## src/rtl/laser_unit.sv

```systemverilog
// Player laser for the play screen: launches from the ship on a shoot press,
// moves up once per frame, tests for a hit on the target box and draws itself.
module laser_unit #(
    parameter int          LASER_W         = 2,
    parameter int          LASER_H         = 8,
    parameter int          LASER_SPEED     = 4,
    parameter int          SHIP_W          = 16,
    parameter int          TARGET_W        = 16,
    parameter int          TARGET_H        = 16,
    parameter int          COOLDOWN_FRAMES = 15,
    parameter logic [7:0]  LASER_RGB       = 8'b000_111_00
) (
    input  logic       clk,
    input  logic       reset,
    input  logic [9:0] x,
    input  logic [9:0] y,
    input  logic       enable,
    input  logic       shoot,
    input  logic [9:0] ship_x,
    input  logic [9:0] ship_y,
    input  logic [9:0] target_x,
    input  logic [9:0] target_y,
    input  logic       target_alive,
    output logic [7:0] laser_color,
    output logic       laser_active,
    output logic       hit,
    output logic [7:0] shots_fired
);

    typedef enum logic [1:0] {
        IDLE     = 2'd0,
        FLYING   = 2'd1,
        COOLDOWN = 2'd2
    } state_t;

    // Geometry constants; 11-bit versions keep rectangle edges from wrapping.
    localparam logic [9:0]  LAUNCH_DX  = 10'(SHIP_W / 2 - LASER_W / 2);
    localparam logic [9:0]  LASER_H10  = 10'(LASER_H);
    localparam logic [9:0]  SPEED10    = 10'(LASER_SPEED);
    localparam logic [10:0] LASER_W11  = 11'(LASER_W);
    localparam logic [10:0] LASER_H11  = 11'(LASER_H);
    localparam logic [10:0] TARGET_W11 = 11'(TARGET_W);
    localparam logic [10:0] TARGET_H11 = 11'(TARGET_H);
    localparam logic [7:0]  CD_INIT    = 8'(COOLDOWN_FRAMES);

    state_t      state_r;
    logic        fire_req_r;
    logic [9:0]  laser_x_r;
    logic [9:0]  laser_y_r;
    logic [7:0]  cooldown_r;

    logic        frame_cond_r;
    logic        frame_cond_d_r;
    logic        shoot_r;
    logic        shoot_d_r;

    logic        frame_tick_s;
    logic        shoot_edge_s;
    logic        overlap_s;
    logic        in_box_s;
    logic [10:0] lx_s;
    logic [10:0] ly_s;
    logic [10:0] tx_s;
    logic [10:0] ty_s;
    logic [10:0] px_s;
    logic [10:0] py_s;

    // x/y may sit on the frame point for several clocks; edge detection gives one tick.
    assign frame_tick_s = frame_cond_r & ~frame_cond_d_r;
    assign shoot_edge_s = shoot_r & ~shoot_d_r;

    assign lx_s = {1'b0, laser_x_r};
    assign ly_s = {1'b0, laser_y_r};
    assign tx_s = {1'b0, target_x};
    assign ty_s = {1'b0, target_y};
    assign px_s = {1'b0, x};
    assign py_s = {1'b0, y};

    // Half-open rectangle overlap between laser and target, all in 11 bits.
    assign overlap_s = (lx_s < tx_s + TARGET_W11) && (tx_s < lx_s + LASER_W11) &&
                       (ly_s < ty_s + TARGET_H11) && (ty_s < ly_s + LASER_H11);

    // Current scan pixel lies inside the laser rectangle.
    assign in_box_s = (px_s >= lx_s) && (px_s < lx_s + LASER_W11) &&
                      (py_s >= ly_s) && (py_s < ly_s + LASER_H11);

    // Register the frame-point condition and the shoot button for edge detection.
    always_ff @(posedge clk or negedge reset) begin
        if (!reset) begin
            frame_cond_r   <= 1'b0;
            frame_cond_d_r <= 1'b0;
            shoot_r        <= 1'b0;
            shoot_d_r      <= 1'b0;
        end else begin
            frame_cond_r   <= (x == 10'd0) && (y == 10'd480);
            frame_cond_d_r <= frame_cond_r;
            shoot_r        <= shoot;
            shoot_d_r      <= shoot_r;
        end
    end

    // Laser state machine: launch, per-frame flight with hit/miss, cooldown.
    always_ff @(posedge clk or negedge reset) begin
        if (!reset) begin
            state_r      <= IDLE;
            fire_req_r   <= 1'b0;
            laser_x_r    <= 10'd0;
            laser_y_r    <= 10'd0;
            cooldown_r   <= 8'd0;
            laser_active <= 1'b0;
            hit          <= 1'b0;
            shots_fired  <= 8'd0;
        end else if (!enable) begin
            // Leaving the play screen abandons any shot; the shot counter survives.
            state_r      <= IDLE;
            fire_req_r   <= 1'b0;
            cooldown_r   <= 8'd0;
            laser_active <= 1'b0;
            hit          <= 1'b0;
        end else begin
            hit <= 1'b0;
            case (state_r)
                IDLE: begin
                    if (frame_tick_s && fire_req_r) begin
                        state_r      <= FLYING;
                        fire_req_r   <= 1'b0;
                        laser_active <= 1'b1;
                        laser_x_r    <= ship_x + LAUNCH_DX;
                        laser_y_r    <= (ship_y < LASER_H10) ? 10'd0 : (ship_y - LASER_H10);
                        if (shots_fired != 8'd255) begin
                            shots_fired <= shots_fired + 8'd1;
                        end else begin
                            shots_fired <= shots_fired;
                        end
                    end else if (shoot_edge_s) begin
                        // An edge on the tick itself only arms; launch waits for the next tick.
                        fire_req_r <= 1'b1;
                    end else begin
                        fire_req_r <= fire_req_r;
                    end
                end
                FLYING: begin
                    if (frame_tick_s) begin
                        if (target_alive && overlap_s) begin
                            hit          <= 1'b1;
                            state_r      <= COOLDOWN;
                            cooldown_r   <= CD_INIT;
                            laser_active <= 1'b0;
                        end else if (laser_y_r < SPEED10) begin
                            state_r      <= COOLDOWN;
                            cooldown_r   <= CD_INIT;
                            laser_active <= 1'b0;
                        end else begin
                            laser_y_r <= laser_y_r - SPEED10;
                        end
                    end else begin
                        laser_y_r <= laser_y_r;
                    end
                end
                COOLDOWN: begin
                    if (frame_tick_s) begin
                        // A count of 0 or 1 both release on this tick.
                        if (cooldown_r <= 8'd1) begin
                            state_r    <= IDLE;
                            cooldown_r <= 8'd0;
                        end else begin
                            cooldown_r <= cooldown_r - 8'd1;
                        end
                    end else begin
                        cooldown_r <= cooldown_r;
                    end
                end
                default: begin
                    state_r      <= IDLE;
                    fire_req_r   <= 1'b0;
                    cooldown_r   <= 8'd0;
                    laser_active <= 1'b0;
                end
            endcase
        end
    end

    // Pixel colour, one clock behind x/y, only while the laser is in flight.
    always_ff @(posedge clk or negedge reset) begin
        if (!reset) begin
            laser_color <= 8'd0;
        end else if (enable && (state_r == FLYING) && in_box_s) begin
            laser_color <= LASER_RGB;
        end else begin
            laser_color <= 8'd0;
        end
    end

endmodule

```

## config.mk

```make
export PLATFORM = sky130hd
export DESIGN_NAME = laser_unit
export DESIGN_NICKNAME = d
export VERILOG_FILES = /design/src/rtl/laser_unit.sv
export SDC_FILE = /design/constraint.sdc
export NUM_CORES = 1
export LEC_CHECK = 0
export CAP_MARGIN = 40
export CELL_PAD_IN_SITES_DETAIL_PLACEMENT = 0
export CELL_PAD_IN_SITES_GLOBAL_PLACEMENT = 1
export CORE_MARGIN = 5
export CORE_UTILIZATION = 53
export DETAILED_ROUTE_END_ITERATION = 6
export DONT_BUFFER_PORTS = 1
export GPL_ROUTABILITY_DRIVEN = 1
export PLACE_DENSITY = 0.85
export SYNTH_ARGS = -nofsm -noshare
export SYNTH_HDL_FRONTEND = slang
export SYNTH_SLANG_ARGS = --single-unit
```

## constraint.sdc

```tcl
create_clock -name clk -period 5.1 [get_ports clk]
set_clock_uncertainty 0.2 [all_clocks]
set_input_delay 0.765 -clock clk [delete_from_list [all_inputs] [get_ports clk]]
set_output_delay 0.765 -clock clk [all_outputs]
set_load 0.02 [all_outputs]
```

==> results.md <==
* Status: complete, no violations
* Seq/Total Area, Yosys at 24.56%
* TritonRoute pass-1 iters at 4
* CTS sink count at 46
* Leak at 2.223 nW
* Post-Route Setup TNS at 0 ns
* CP Data Required Time at 5.11 ns
* Bufs on Longest Clock Path at 2
* Top cells by count, synth: 83 x ha_1, 46 x dfrtp_1, 43 x inv_1
* Final hold viol count at 0
* # fillers at 829
* Area leader, netlist: dfrtp_1
* Peak VDD IR at 0.0001928 V
* CTS tree: built
* Slew HR at 54.86%
* Slew Limit Fails at 0
* Synthesis-to-finish area growth at 4.485%
* 1st-iter DRT viols at 200
* Minimum clock period at 3.756 ns
* Total I/O pin count at 83
* Multi-input gate area at 3302 sq um
* Worst r2r src: laser_y_r[3]
* Syn. warnings at 0
* TritonCTS buffer count at 5
* Nets at 692
* First-pass GRT wire length at 18,740 um
* R2r setup slk at 1.34 ns
* WHS at 0.1021 ns
* Initial antenna violation count at 0
* Async SR Flop Fraction at 100.0%
* Post-route ant nets at 0
* Vias per inst at 6.041
* Reg2reg path depth at 13
* Routability cong. at 0.8594
* Slew @ Worst Pin at 0.6709 ns
* Power Dens Cells at 151.7 nW/um^2
* Share of layout cells above drive strength 1 at 3.853%
* CP arrival at 3.77 ns
* FF/Latch Area at 1151 sq um
* Register bit count reported by yosys at 46
* Layout Utilization at 56.43%
* Top FF cell, synth: dfrtp_1
* Die Span X at 104.0 um
* Cell with the most instances after synthesis: ha_1
* Initial Util at 54.01%
* Die area at 10,820 sq um
* Mapped Avg Cell Area at 8.569 sq um
* Worst Setup EP: cooldown_r[7]
* Top-area cell type share of the netlist area at 24.56%
* Worst Setup Start Kind: flip-flop
* Tcrit/Tclk final at 73.64%
* Crit end category: flip-flop
* Setup CP Type: flip-flop to flip-flop
* Max-Cap Viols at 0
* Port bufs at 0
* Mapped Cells at 547
* Post-Place Cell Area at 4757 sq um
* Core Region at 8678 sq um
* DP HPWL at 9414 um
* Largest net degree at the start of global routing at 47
* Max H-tree Level at 2
* DRT Wirelength at 11,090 um
* Die Y at 104.0 um
* Final setup viols at 0
* DR WL/cell at 16.98 um
* Crit Path Max Fanout at 11
* Std-Cell Rows at 34
* EDFF count, synth at 0
* Clock root buffer: clkbuf_8
* Fmax at 0.2663 GHz
* Antenna fix cells at 0
* Leading cell types by total area after synthesis: dfrtp_1 25%, ha_1 22%, xnor2_1 4.1%
* DRC at 0
* Finished Cell Area at 4897 sq um
* Worst skew pair latency at 0.30 ns
* Total GRT Usage at 20.44%
* Vias in the first global route at 3,893
* Congestion Overflow GR at 0
* RSZ-0062 raised after global routing: false
* Critical R2R Capture: cooldown_r[7]
* Clock transition at path regs at 0.09 ns
* Synth unique cells at 68
* Post-Syn Area at 4687 sq um
* Number of vias in the routed layout at 3,945
* Worst Setup SP: laser_y_r[3]
* Hold Crit Class: input pin to asynchronous set/reset pin
-- routing by layer --
layer | routed length, um | track usage (%) | vias to the layer above
met5 | 0 | 0 | -
met4 | 206 | 5.180 | 0
met3 | 742 | 4.655 | 20
met2 | 5107 | 33.42 | 82
met1 | 5033 | 27.29 | 1852
li1 | - | - | 1991
-- layout by cell type (no fill, tap or decap), types with 4 or more instances in the layout --
cell type and count:
ha_1 83, dfrtp_1 46, inv_1 43, nand2_1 40
o21ai_0 33, nand3_1 26, a21oi_1 26, nor2_1 25
xnor2_1 22, xor2_1 14, and3_1 14, o21ai_1 14
nand4_1 11, nor2b_1 9, nand2b_1 9, nor4_1 8
nor3_1 8, a211oi_1 6, a21o_1 6, and2_1 5
or3_1 5, o211ai_1 5, a31oi_1 5, conb_1 5
clkbuf_8 5, and4_1 4
-- cell families after synthesis --
| logic type | synth area share, % |
|---|---|
| other cells | 0.08001 |
| mux | 0.9876 |
| fa+ha+maj | 22.58 |
| compound gates | 19.97 |
| simple gates | 19.78 |
| flops | 24.56 |
| xor+xnor | 6.727 |
| buf+inv | 5.312 |
-- what timing repair did --
| action | 4_1_cts | 5_1_grt |
|---|---|---|
| gates resized for setup | 0 | 0 |
| hold buffers | 1 | 0 |
| endpoints found under the setup margin | 0 | 0 |
| setup buffers | 0 | 0 |
| endpoints found under the hold margin | 46 | 0 |
-- critical path: stages, from the launching register on --
cell and delay (ns):
dfrtp_1 0.47, ha_1 0.26, and3_1 0.21, xnor2_1 0.22, ha_1 0.30, and4_1 0.21
a211o_1 0.29, a211oi_1 0.23, o32ai_1 0.20, a211oi_4 0.33, o31ai_1 0.12, buf_4 0.18
or2_1 0.27, o31ai_2 0.17
-- worst min-delay path by stage --
stage / startpoint / to / cells past startpoint
floorplan: shoot_r / shoot_d_r / 0
global placement: shoot_r / shoot_d_r / 0
detailed placement: shoot_r / shoot_d_r / 0
CTS: reset / shots_fired[1] / 1
global route: reset / shots_fired[3] / 1
finish: reset / shots_fired[5] / 1
-- per-stage QoR --
step | instances | setup WS [ns] | power, mW
4_1_cts | 653 | 1.358 | 0.7539
3_3_place_gp | 644 | 1.474 | 0.4671
5_1_grt | 653 | 1.175 | 0.7853
3_5_place_dp | 644 | 1.354 | 0.4710
6_report | 653 | 1.344 | 0.7431
2_1_floorplan | 551 | 1.765 | 0.4557
-- final cells by class --
type                    count  area share [%]
clock buffers               5           1.405
flip-flops and latches     46           23.51
well taps                 108           2.759
inverters                  43           3.296
clock inverters             3          0.8942
repair buffers              2          0.7154
multi-input cells         446           67.42
-- power breakdown --
part           switching (mW)  internal [mW]
clock network           0.124          0.147
registers             0.00117          0.366
logic                  0.0565         0.0487
-- flip-flops by register name, summed over array words and instances, names as in the netlist, 2 cells and up --
register,flops
laser_x_r,10
shots_fired,8
cooldown_r,8
laser_y_r,10
state_r,2
Note: power is estimated with default switching activity, not from simulation.
